<file path="config.mk">
export PLATFORM = sky130hd
export DESIGN_NAME = fixed_point_accumulator
export DESIGN_NICKNAME = d
export VERILOG_FILES = /design/src/rtl/fixed_point_accumulator.sv
export SDC_FILE = /design/constraint.sdc
export NUM_CORES = 1
export LEC_CHECK = 0
export ABC_AREA = 1
export BUFFER_PORTS_ARGS = -buffer_cell sky130_fd_sc_hd__clkbuf_2
export CAP_MARGIN = 25
export CELL_PAD_IN_SITES_DETAIL_PLACEMENT = 1
export CELL_PAD_IN_SITES_GLOBAL_PLACEMENT = 1
export CORE_MARGIN = 10
export CORE_UTILIZATION = 40
export DETAILED_ROUTE_END_ITERATION = 16
export PLACE_DENSITY_LB_ADDON = 0.1
export SLEW_MARGIN = 25
export SYNTH_ARGS = -nofsm -noshare
export SYNTH_HDL_FRONTEND = slang
export SYNTH_SLANG_ARGS = --single-unit
</file>
<file path="constraint.sdc">
create_clock -name clk -period 5.37 [get_ports clk]
set_input_delay 0.537 -clock clk [delete_from_list [all_inputs] [get_ports clk]]
set_output_delay 0.537 -clock clk [all_outputs]
set_load 0.01 [all_outputs]
</file>
<file path="src/rtl/fixed_point_accumulator.sv">
// rtl/fixed_point_accumulator.sv - streaming signed saturating accumulator for Q16.16 frames
module fixed_point_accumulator #(
    parameter int WIDTH = 32,
    parameter int FRAC  = 16,
    parameter int LEN_W = 8
) (
    input  logic             clk,
    input  logic             rst,
    input  logic             start,
    input  logic [LEN_W-1:0] len,
    input  logic             in_valid,
    output logic             in_ready,
    input  logic [WIDTH-1:0] in_data,
    output logic             out_valid,
    input  logic             out_ready,
    output logic [WIDTH-1:0] out_data,
    output logic             overflow,
    output logic             busy
);

    localparam logic [1:0] S_IDLE  = 2'd0;
    localparam logic [1:0] S_ACCUM = 2'd1;
    localparam logic [1:0] S_DONE  = 2'd2;

    localparam logic [LEN_W-1:0] LEN_ONE  = {{(LEN_W-1){1'b0}}, 1'b1};
    localparam logic [WIDTH-1:0] SAT_MAX  = {1'b0, {(WIDTH-1){1'b1}}};
    localparam logic [WIDTH-1:0] SAT_MIN  = {1'b1, {(WIDTH-1){1'b0}}};

    // The fraction position only matters to the surrounding stages; reject nonsense values early.
    if (FRAC < 0 || FRAC >= WIDTH) begin : g_bad_frac
        $error("FRAC must lie in [0, WIDTH)");
    end

    logic [1:0]       state;
    logic [WIDTH-1:0] acc;
    logic [LEN_W-1:0] count;
    logic [LEN_W-1:0] len_q;

    logic [WIDTH:0]   sum_ext;
    logic             sat_pos;
    logic             sat_neg;
    logic [WIDTH-1:0] sum_sat;
    logic             xfer;
    logic             last;

    // Handshake flags follow directly from the state so they never lag a transition.
    assign in_ready  = (state == S_ACCUM);
    assign out_valid = (state == S_DONE);
    assign busy      = (state == S_ACCUM) || (state == S_DONE);

    // One extra bit of headroom makes the overflow test a simple top-two-bits compare.
    always_comb begin
        sum_ext = {acc[WIDTH-1], acc} + {in_data[WIDTH-1], in_data};
        sat_pos = ~sum_ext[WIDTH] &  sum_ext[WIDTH-1];
        sat_neg =  sum_ext[WIDTH] & ~sum_ext[WIDTH-1];
        if (sat_pos) begin
            sum_sat = SAT_MAX;
        end else if (sat_neg) begin
            sum_sat = SAT_MIN;
        end else begin
            sum_sat = sum_ext[WIDTH-1:0];
        end
        xfer = in_valid && (state == S_ACCUM);
        last = (count == (len_q - LEN_ONE));
    end

    // Frame control, accumulation and result capture.
    always_ff @(posedge clk) begin
        if (rst) begin
            state    <= S_IDLE;
            acc      <= '0;
            count    <= '0;
            len_q    <= '0;
            out_data <= '0;
            overflow <= 1'b0;
        end else begin
            case (state)
                S_IDLE: begin
                    if (start) begin
                        acc      <= '0;
                        count    <= '0;
                        out_data <= '0;
                        overflow <= 1'b0;
                        len_q    <= len;
                        state    <= (len == '0) ? S_DONE : S_ACCUM;
                    end
                end
                S_ACCUM: begin
                    if (xfer) begin
                        acc <= sum_sat;
                        if (sat_pos || sat_neg) begin
                            overflow <= 1'b1;
                        end
                        if (last) begin
                            out_data <= sum_sat;
                            state    <= S_DONE;
                        end else begin
                            count <= count + LEN_ONE;
                        end
                    end
                end
                S_DONE: begin
                    if (out_ready) begin
                        state <= S_IDLE;
                    end
                end
                default: begin
                    state <= S_IDLE;
                end
            endcase
        end
    end

endmodule

</file>
=== After elaboration in Yosys (flattened, before gate mapping) ===
Cells that the tools add are included.

* Bits of input ports: 45
* Flip-flop bits (word level): 83

* Multiplexer cells: 22
* Reduce and logical (&&, ||, !) cells: 12
* Bitwise logic cells: 4
* Eq/ne operators: 9
* $add $sub $neg: 3

{| class="wikitable"
|+ Operator list
! cell !! number
|-
| 32-bit 2-to-1 mux || 6
|-
| 32-bit one-hot mux with 2 select lines || 2
|-
| 32-bit by 32-bit adder with 33-bit output || 1
|-
| 8-bit 2-to-1 mux || 3
|-
| 8-bit one-hot mux with 2 select lines || 1
|-
| 4-bit AND reduction || 4
|-
| 2-bit 2-to-1 mux || 5
|-
| 8-bit by 1-bit adder with 8-bit output (second input constant) || 1
|-
| 8-bit equality test || 1
|-
| 8-bit zero test || 1
|-
| 2-bit by 1-bit != test with 1-bit output (second input constant) || 4
|-
| 8-bit by 1-bit subtractor with 8-bit output (second input constant) || 1
|-
| 2-bit one-hot mux with 3 select lines || 1
|-
| 2-bit != test (second input constant) || 2
|-
| 1-bit 2-to-1 mux || 3
|-
| 3-bit AND reduction || 1
|-
| 1-bit AND || 2
|-
| 2-bit by 1-bit equality test with 1-bit output (second input constant) || 1
|-
| 2-bit equality test (second input constant) || 1
|-
| 2-bit zero test || 1
|-
| 1-bit logical OR || 2
|-
| 1-bit NOT || 2
|-
| 1-bit one-hot mux with 2 select lines || 1
|-
| 2-bit AND reduction || 1
|-
| other kinds (2) || 2
|}

=== Logic depth before layout (Yosys ltp) ===
Gate-level depths: netlist (run 1).

* Depth after elaboration: 8
* Gate-level depth with buffers: 24

=== Worst setup path before layout (run 1) ===
Ideal clock, no wire load.

* Kind: input -> register
* Start: input port in_data[0]
* End: register out_data[24]
* Arrival: 2.982 ns
* Stages on the path: 22
* Buffers on the path: 1
* Setup slack: 2.322 ns
* Data required time: 5.304 ns
* Cells stage by stage: ha_1 -> inv_1 -> fa_1 -> inv_1 -> nand3_1 -> nand2_1 -> nand2_1 -> nand2_1 -> nand2_1 -> nand2_1 -> nand2_1 -> nand2_1 -> nand2_1 -> nand2_1 -> inv_1 -> ha_1 -> inv_1 -> clkbuf_1 -> nand3_1 -> nand2_1 -> nand2_1 -> a21oi_2

* Cells in the longest elaborated chain, start to end: 8
* Elaborated cells on any way between the ends: 10

{| class="wikitable"
|+ RTL lines
! what !! RTL line !! text
|-
| start: declaration || 13 || <nowiki>input logic [WIDTH-1:0] in_data,</nowiki>
|-
| 32-bit by 32-bit adder with 33-bit output (*) || 53 || <nowiki>sum_ext = {acc[WIDTH-1], acc} + {in_data[WIDTH-1], in_data};</nowiki>
|-
| 1-bit NOT || 55 || <nowiki>sat_neg = sum_ext[WIDTH] & ~sum_ext[WIDTH-1];</nowiki>
|-
| 1-bit AND || 55 ||
|-
| 32-bit 2-to-1 mux || 58 || <nowiki>end else if (sat_neg) begin</nowiki>
|-
| 32-bit 2-to-1 mux (*) || 56 || <nowiki>if (sat_pos) begin</nowiki>
|-
| 32-bit 2-to-1 mux (*) || 94 || <nowiki>if (last) begin</nowiki>
|-
| 32-bit 2-to-1 mux (*) || 89 || <nowiki>if (xfer) begin</nowiki>
|-
| 32-bit one-hot mux with 2 select lines (*) || 77 || <nowiki>case (state)</nowiki>
|-
| end signal: assignment || 95 || <nowiki>out_data <= sum_sat;</nowiki>
|-
| end: declaration || 16 || <nowiki>output logic [WIDTH-1:0] out_data,</nowiki>
|}

Mark *: on every way between the ends. The rest lies on a longest branch, timed or not. The select of a mux whose other input is x is not followed.
A chain may end at the register's enable or synchronous reset.

=== Final worst setup path (run 1) ===
* Start: register acc[0]
* End: register out_data[0]

* Cells in the longest elaborated chain, start to end: 8
* Elaborated cells on any way between the ends: 10

{| class="wikitable"
|+ RTL lines
! what !! RTL line !! text
|-
| start: declaration || 35 || <nowiki>logic [WIDTH-1:0] acc;</nowiki>
|-
| start signal: assignment || 90 || <nowiki>acc <= sum_sat;</nowiki>
|-
| 32-bit by 32-bit adder with 33-bit output (*) || 53 ||
|-
| 1-bit NOT || 55 ||
|-
| 1-bit AND || 55 ||
|-
| 32-bit 2-to-1 mux || 58 ||
|-
| 32-bit 2-to-1 mux (*) || 56 ||
|-
| 32-bit 2-to-1 mux (*) || 94 ||
|-
| 32-bit 2-to-1 mux (*) || 89 ||
|-
| 32-bit one-hot mux with 2 select lines (*) || 77 ||
|}

Marks and branches as above.

==> flow_metrics.env, run 1 <==
export IMPL_ctsResizeCount=0
export IMPL_path_max_fanout=16
export IMPL_grt_first_pass_wirelength_um=35000
export IMPL_async_flop_share=0
export IMPL_dr_first_iter_drc_count=287
export IMPL_run_status="finished clean"
export IMPL_cp_slowest_cell="ha_1"
export IMPL_synth_edf_count=0
export IMPL_yosysMostFrequentCell="nand2_1"
export IMPL_fp_dieW_um=146.1
export IMPL_arrival_ns=4.22
export IMPL_root_buffer="clkbuf_16"
export IMPL_drcViolationCount=0
export IMPL_n_antenna_cell=0
export IMPL_synth_nets=1153
export IMPL_end_kind="flop"
export IMPL_h_tree_depth=3
export IMPL_area_growth_syn_to_layout_pct=13.28
export IMPL_hold_class="reg2reg"
export IMPL_synth_cell_types=37
export IMPL_max_slew_margin=0.4684
export IMPL_clk_insertion_delay_late_ns=0.35
export IMPL_placed_cells_incl_taps=1338
export IMPL_hold_buffers=0
export IMPL_tns_ns=0
export IMPL_final_setup_skew_ns=0.006207
export IMPL_dpl_cell_area_um2=6892
export IMPL_core_area_um2=15710
export IMPL_nFillCells=2244
export IMPL_crit_chain="ha_1, inv_1, fa_1, inv_1, nand3_1, nand2_1, nand2_1, nand2_1, nand2_1, nand2_1, nand2_1, nand3_1, nand2_1, inv_1, ha_1, inv_1, nand2_1, a21oi_1, o21ai_0, o21ai_0, o21ai_0, inv_1"
export IMPL_rows=46
export IMPL_fin_crit_ns=3.965
export IMPL_drive_above_1_share=0.1204
export IMPL_p_per_area_nw_per_um2=692.7
export IMPL_stdcell_area_um2=7203
export IMPL_place_congestion=0.8908
export IMPL_ir_drop_mv=0.2674
export IMPL_dp_hpwl_um=17240
export IMPL_tightest_slew_ns=0.7957
export IMPL_postCtsSetupBuffers=0
export IMPL_slowest_delay_ns=0.58
export IMPL_drv_slew=0
export IMPL_clock_path_buffers=2
export IMPL_start_kind="flop"
export IMPL_io_buffers=80
export IMPL_criticalPathCategory="reg2reg"
export IMPL_wl_per_cell_um=15.80
export IMPL_p_leak_nw=3.830
export IMPL_final_nets=1218
export IMPL_ant_nets=0
export IMPL_cts_made_buffers=9
export IMPL_ys_ff_latch=83
export IMPL_ys_top_cells_by_area="dfxtp_1, nand2_1, inv_1, ha_1, a21oi_1"
export IMPL_worstPathRequired_ns=5.62
export IMPL_track_usage=0.1991
export IMPL_final_setup_viol_count=0
export IMPL_synth_main_ff_cell="dfxtp_1"
export IMPL_cts_tree="done"
export IMPL_final_cells=1354
export IMPL_syn_inst=1068
export IMPL_synth_area_per_cell_um2=5.954
export IMPL_ys_warn_count=0
export IMPL_clock_fmax_mhz=252.2
export IMPL_clkTransAtPathRegs_ns=0.07
export IMPL_rsz0062_at_grt="no"
export IMPL_grt_max_degree=48
export IMPL_antenna_found_initial=0
export IMPL_cpMostUsedCell="nand2_1"
export IMPL_cts_sinks=83
export IMPL_start_util=0.4047
export IMPL_vias_per_cell=4.901
export IMPL_vias=6636
export IMPL_ys_top_cells_by_count="nand2_1, inv_1, a21oi_1, dfxtp_1, nor2_1"
export IMPL_die_area_um2=21340
export IMPL_syn_cell_area_um2=6359
export IMPL_ioPinCount=81
export IMPL_synth_top_area_share=0.2613
export IMPL_grt_pass1_vias=6836
export IMPL_yosys_area_top_type="dfxtp_1"
export IMPL_routed_wl_um=21390
export IMPL_fin_crit_sh=0.7384
export IMPL_finalHoldViolations=0
export IMPL_overflow=0
export IMPL_die_h_um=146.1
export IMPL_ys_seq_area_frac=0.2613
export IMPL_cap_viol_max_count=0
export IMPL_first_pass_iters=4
-- flip-flops by register name, indices dropped and copies added (netlist names) --
register  count
acc          32
count         8
len_q         8
out_data     32
overflow      1
state         2
-- kinds of logic after synthesis --
group,count (synthesis),share of synthesized area
adders and majority gates,40,0.07989
buffers and inverters,205,0.1309
and+or+nand+nor,548,0.3542
xor gates and xnor gates,13,0.01791
AOI/OAI and AO/OA,179,0.1558
DFF,83,0.2613
-- worst max-delay path, delay by kind of cell, from the launching register on --
kind            cells  cell delay [ns]
compound gates      4             0.50
buf+inv             5             0.81
flops               1             0.35
simple gates       10             1.01
fa+ha+maj           3             1.18
-- cell usage in the layout, fill, tap and decap left out, drive strengths merged, types with 2 or more instances in the layout --
| cell type | n |
|---|---|
| o21a | 2 |
| xnor2 | 3 |
| o21bai | 3 |
| a21oi | 109 |
| xor2 | 10 |
| dfxtp | 83 |
| nand4 | 9 |
| nor3 | 5 |
| nand3 | 66 |
| inv | 176 |
| clkbuf | 90 |
| o21ai | 63 |
| buf | 4 |
| nand3b | 3 |
| and2 | 3 |
| ha | 39 |
| nand2 | 383 |
| clkinvlp | 3 |
| nor2 | 77 |
-- layer usage --
layer	share of wire	GRT usage	up-vias
li1	-	-	3473
met1	0.46	0.2380	3051
met2	0.49	0.3579	87
met3	0.027	0.03121	25
met4	0.019	0.05956	0
met5	0	0	-
-- where the power goes --
group          leakage, nW  internal [mW]  switching (mW)
sequential           0.683          0.888           0.180
combinational         3.00           1.02            2.23
clock                0.143          0.379           0.296
-- final timing paths --
path | slack, ns | start | cells past startpoint | end
max | 1.40 | acc[0] | 22 | out_data[0]
min | 0.47 | out_data[3] | 2 | out_data[3]
max reg2reg | 1.40 | acc[0] | 22 | out_data[0]
min reg2reg | 0.47 | out_data[3] | 2 | out_data[3]
-- layout make-up --
type                       count  area [µm²]  area share
clock buffer                  10       239.0     0.03318
sequential                    83        1662      0.2307
tap                          216       270.3     0.03752
inverter                     175       664.4     0.09224
timing repair buffer          84       430.4     0.05975
multi-input combinational    780        3865      0.5366
clock inverter                 6       72.57     0.01007
-- metrics by stage --
step                hold WS, ns  power [mW]  worst slack, ns  utilization
floorplan                0.4444       3.456            2.322            -
global placement         0.4559       4.288            1.254       0.4386
detailed placement       0.4595       4.339            1.160       0.4386
CTS                      0.4776       5.044            1.401       0.4584
global route             0.5016       5.528           0.9817       0.4584
finish                   0.4711       4.990            1.405       0.4584
(Power assumes the default switching activity.)
==> run 2, diff against run 1 <==
==> constraint.sdc (replaced) <==
create_clock -name clk -period 4 [get_ports clk]
set_input_delay 0.4 -clock clk [delete_from_list [all_inputs] [get_ports clk]]
set_output_delay 0.4 -clock clk [all_outputs]
set_load 0.01 [all_outputs]
==> run 2 against run 1 <==
Compared with the run above: global-route usage rose by 0.34 points; highest routed layer unchanged; clock skew rose by 0.0023 ns; power up 36%; utilization is 0.26 points higher; final area is 0.57% higher; clock power grew 36%; maximum frequency increased by 22%; flip-flop and latch count did not move; largest power group unchanged.
==> flow_metrics.env, run 2 (same netlist as run 1, synthesis figures left out) <==
export IMPL_track_usage=0.2025
export IMPL_hold_class="in2reg"
export IMPL_grt_max_degree=44
export IMPL_final_cells=1358
export IMPL_vias=6718
export IMPL_grt_pass1_vias=6978
export IMPL_holdWs_ns=0.3503
export IMPL_antenna_found_initial=0
export IMPL_place_congestion=0.8918
export IMPL_die_area_um2=21340
export IMPL_cts_sinks=83
export IMPL_die_h_um=146.1
export IMPL_end_kind="flop"
export IMPL_cts_tree="done"
export IMPL_criticalPathCategory="reg2reg"
export IMPL_cap_viol_max_count=0
export IMPL_final_nets=1223
export IMPL_largestRegisters="acc x32, out_data x32"
export IMPL_fin_crit_ns=3.245
export IMPL_cts_made_buffers=9
export IMPL_overflow=0
export IMPL_ir_drop_mv=0.3550
export IMPL_final_setup_skew_ns=0.008537
export IMPL_cpMostUsedCell="nand2_1"
export IMPL_hold_buffers=0
export IMPL_finalHoldViolations=0
export IMPL_dp_hpwl_um=17500
export IMPL_final_setup_viol_count=0
export IMPL_clkTransAtPathRegs_ns=0.07
export IMPL_wl_per_cell_um=15.94
export IMPL_ioPinCount=81
export IMPL_drive_above_1_share=0.1235
export IMPL_crit_chain="ha_1, nand2_1, nor2_1, and2_1, and2_1, nand2_1, nand2_1, nand2_1, nand3_1, xor2_1, ha_1, nor2_1, o21a_1, o21ai_0, o21ai_0, o21ai_0, inv_1"
export IMPL_first_pass_iters=7
export IMPL_layout_commonest_cell="nand2_1"
export IMPL_core_area_um2=15710
export IMPL_vias_per_cell=4.947
export IMPL_start_util=0.4047
export IMPL_dpl_cell_area_um2=6929
export IMPL_max_slew_margin=0.4881
export IMPL_rsz0062_at_grt="no"
export IMPL_routed_wl_um=21640
export IMPL_clock_path_buffers=2
export IMPL_drv_slew=0
export IMPL_n_antenna_cell=0
export IMPL_dr_first_iter_drc_count=319
export IMPL_h_tree_depth=3
export IMPL_post_route_worst_setup_slack_ns=0.7548
export IMPL_clk_insertion_delay_late_ns=0.35
export IMPL_tns_ns=0
export IMPL_drcViolationCount=0
export IMPL_start_kind="flop"
export IMPL_path_max_fanout=9
export IMPL_slowest_delay_ns=0.42
export IMPL_ant_nets=0
export IMPL_p_leak_nw=3.863
export IMPL_place_ws_ns=0.5523
export IMPL_final_cell_mix="nand2_1, inv_1, a21oi_1"
export IMPL_stdcell_area_um2=7244
export IMPL_grt_first_pass_wirelength_um=35810
export IMPL_placed_cells_incl_taps=1343
export IMPL_finish_utilization=0.4611
export IMPL_finalPower_mw=6.780
export IMPL_fp_dieW_um=146.1
export IMPL_rows=46
export IMPL_clock_fmax_mhz=308.1
export IMPL_fin_crit_sh=0.8113
export IMPL_postCtsSetupBuffers=0
export IMPL_worstPathRequired_ns=4.25
export IMPL_cp_slowest_cell="ha_1"
export IMPL_ctsResizeCount=0
export IMPL_io_buffers=80
export IMPL_area_growth_syn_to_layout_pct=13.93
export IMPL_root_buffer="clkbuf_16"
export IMPL_tightest_slew_ns=0.7631
export IMPL_p_per_area_nw_per_um2=935.8
export IMPL_run_status="finished clean"
export IMPL_arrival_ns=3.49
run 2: cell type report:
cell class	instances	area, µm²
Inverter	175	664.4
Tap cell	216	270.3
Multi-Input combinational cell	780	3865
Timing Repair Buffer	89	467.9
Clock buffer	9	225.2
Clock inverter	6	90.09
Fill cell	2227	8468
Sequential cell	83	1662
run 2: metal layers:
| layer | GRT usage | share of wire |
|---|---|---|
| met2 | 0.3668 | 0.49 |
| met1 | 0.2407 | 0.46 |
| met5 | 0 | 0 |
| met3 | 0.03121 | 0.030 |
| met4 | 0.05856 | 0.018 |
run 2: worst max-delay path, delay by kind of cell (launching register included):
family | cells | cell delay, ns
AND/OR/NAND/NOR | 9 | 1.10
adder cells (fa/ha/maj) | 2 | 0.79
buffers and inverters | 1 | 0.05
AO/OA/AOI/OAI | 4 | 0.61
XOR/XNOR | 1 | 0.21
flip-flops | 1 | 0.36
run 2: power by group:
| group | total, mW | switching [mW] | internal, mW |
|---|---|---|---|
| clock network | 0.918 | 0.372 | 0.546 |
| logic | 4.41 | 2.99 | 1.42 |
| registers | 1.45 | 0.253 | 1.19 |
| total | 6.78 | 3.62 | 3.16 |
run 2: path summary, 6_finish.rpt:
path                    start  cells past startpoint  slack, ns          end
setup / recovery      acc[16]                     17       0.75  out_data[1]
hold / removal         len[0]                      3       0.35     len_q[0]
setup reg to reg      acc[16]                     17       0.75  out_data[1]
hold reg to reg   out_data[4]                      2       0.46  out_data[4]
==> run 3, diff against run 2 <==
==> constraint.sdc (replaced) <==
create_clock -name clk -period 3.11 [get_ports clk]
set_input_delay 0.311 -clock clk [delete_from_list [all_inputs] [get_ports clk]]
set_output_delay 0.311 -clock clk [all_outputs]
set_load 0.01 [all_outputs]
==> run 3 against run 2 <==
Compared with the run above: critical path depth unchanged; non-clock buffer count up 34; power up 34%; highest routed layer unchanged; die area unchanged; wire length up 2.3%; clock skew up 0.0047 ns; sequential power up 26%; final area up 4.0%; maximum frequency up 10%; largest power group unchanged; global-route usage up 0.32 points; clock power up 12%; hold slack worse by 0.092 ns.
==> flow_metrics.env, run 3 (same netlist as run 1, synthesis figures left out) <==
export IMPL_clock_fmax_mhz=339.2
export IMPL_grt_max_degree=53
export IMPL_cp_slowest_cell="ha_1"
export IMPL_tightest_slew_ns=0.5652
export IMPL_holdWs_ns=0.2585
export IMPL_drcViolationCount=0
export IMPL_io_buffers=80
export IMPL_grt_first_pass_wirelength_um=35820
export IMPL_root_buffer="clkbuf_16"
export IMPL_final_cell_mix="nand2_1, inv_1, a21oi_1"
export IMPL_path_max_fanout=17
export IMPL_postCtsSetupBuffers=0
export IMPL_rows=46
export IMPL_drive_above_1_share=0.1597
export IMPL_p_per_area_nw_per_um2=1202
export IMPL_final_setup_viol_count=0
export IMPL_arrival_ns=3.19
export IMPL_clock_path_buffers=2
export IMPL_holdPathEnd="len_q[3]"
export IMPL_crit_chain="ha_1, nand2_1, nor2_1, and2_4, and2_1, nand2_1, nand2_1, nand2_1, nand3_1, xor2_2, inv_1, ha_1, inv_2, buf_12, nand2_1, nand2_1, a21oi_1"
export IMPL_drv_slew=0
export IMPL_layout_commonest_cell="nand2_1"
export IMPL_fin_crit_ns=2.948
export IMPL_area_growth_syn_to_layout_pct=18.54
export IMPL_clkTransAtPathRegs_ns=0.07
export IMPL_slowest_delay_ns=0.40
export IMPL_vias=6854
export IMPL_criticalPathCategory="reg2reg"
export IMPL_ioPinCount=81
export IMPL_reg2reg_depth=17
export IMPL_wl_per_cell_um=15.89
export IMPL_cpMostUsedCell="nand2_1"
export IMPL_worstPathRequired_ns=3.35
export IMPL_start_util=0.4047
export IMPL_largestRegisters="acc x32, out_data x32"
export IMPL_clk_insertion_delay_late_ns=0.36
export IMPL_place_congestion=0.9696
export IMPL_run_status="finished clean"
export IMPL_dr_first_iter_drc_count=244
export IMPL_grt_pass1_vias=6941
export IMPL_tns_ns=0
export IMPL_first_pass_iters=5
export IMPL_die_h_um=146.1
export IMPL_start_kind="flop"
export IMPL_hold_path_cell_count=3
export IMPL_hp_start="len[3]"
export IMPL_vias_per_cell=4.920
export IMPL_final_cells=1393
export IMPL_end_kind="flop"
export IMPL_cts_made_buffers=9
export IMPL_post_route_worst_setup_slack_ns=0.1616
export IMPL_cts_sinks=83
export IMPL_h_tree_depth=3
export IMPL_antenna_found_initial=0
export IMPL_cts_tree="done"
export IMPL_hold_buffers=0
export IMPL_max_slew_margin=0.6232
export IMPL_placed_cells_incl_taps=1377
export IMPL_n_antenna_cell=0
export IMPL_rsz0062_at_grt="yes"
export IMPL_reg2reg_slack_ns=0.16
export IMPL_die_area_um2=21340
export IMPL_ant_nets=0
export IMPL_routed_wl_um=22130
export IMPL_cap_viol_max_count=0
export IMPL_core_area_um2=15710
export IMPL_place_ws_ns=-0.05852
export IMPL_overflow=0
export IMPL_p_leak_nw=4.016
export IMPL_finalHoldViolations=0
export IMPL_fp_dieW_um=146.1
export IMPL_r2r_end="acc[14]"
export IMPL_final_setup_skew_ns=0.01321
export IMPL_hold_class="in2reg"
export IMPL_dp_hpwl_um=17680
export IMPL_fin_crit_sh=0.9480
export IMPL_ir_drop_mv=0.5011
export IMPL_timing_rr_start="acc[19]"
export IMPL_track_usage=0.2057
export IMPL_final_nets=1257
run 3: cell count changes in the layout (fill, tap and decap cells not counted), moves of 2 or more:
cell       change
buf_12         +2
buf_4         +32
bufinv_16      -2
clkbuf_1       +2
ha_1           -6
ha_2           +4
ha_4           +2
inv_1          -2
inv_2          +2
nor2_1         -2
nor2_2         +2
o21ai_0        -3
o21ai_1        +3
run 3: per-layer routing:
metal	part of all wire	track usage	vias up	routed length (µm)
li1	-	-	3548	-
met1	0.45	0.2484	3169	9956
met2	0.48	0.3556	109	10700
met3	0.041	0.04141	28	902
met4	0.026	0.07057	0	580
met5	0	0	-	0
run 3: per-stage QoR:
step	area (µm²)	power, mW	utilization
final	7537	9.060	0.4797
after global routing	7537	10.03	0.4797
after CTS	7482	9.070	0.4762
after detailed placement	7209	7.973	0.4588
after global placement	7209	7.852	0.4588
after floorplan	6359	5.968	-
run 3: what timing repair did:
item,in CTS,in global routing
gates resized for setup,0,18
endpoints found under the hold margin,0,0
endpoints found under the setup margin,0,61
run 3: worst max path at each step:
| stage | start | endpoint | slack (ns) | cells past startpoint |
|---|---|---|---|---|
| floorplan | acc[0] | out_data[24] | 0.28 | 22 |
| global placement | in_data[25] | out_data[1] | 0.006 | 18 |
| detailed placement | in_data[22] | out_data[1] | -0.06 | 18 |
| CTS | acc[22] | out_data[1] | 0.01 | 17 |
| global route | acc[19] | out_data[8] | -0.03 | 19 |
| finish | acc[19] | acc[14] | 0.16 | 17 |
run 3: worst max-delay path: cells and delay by family (launching register included):
kind,cells,cell delay (ns)
and+or+nand+nor,10,1.22
xor gates and xnor gates,1,0.22
DFF,1,0.35
adders and majority gates,2,0.60
AOI/OAI and AO/OA,1,0.10
buffers and inverters,3,0.35
run 3: report_power, final:
group / internal [mW] / switching (mW) / leakage (nW) / total, mW
logic: 2.18 / 4.01 / 3.20 / 6.20
registers: 1.53 / 0.297 / 0.683 / 1.83
clock network: 0.563 / 0.467 / 0.133 / 1.03
total: 4.28 / 4.78 / 4.02 / 9.06
run 3: area by class of cell:
class	instances	area [µm²]
clock buffer	12	246.5
fill	2261	8175
multi-input combinational	780	3920
inverter	175	664.4
timing repair buffer	123	748.2
clock inverter	4	26.28
tap	216	270.3
sequential	83	1662
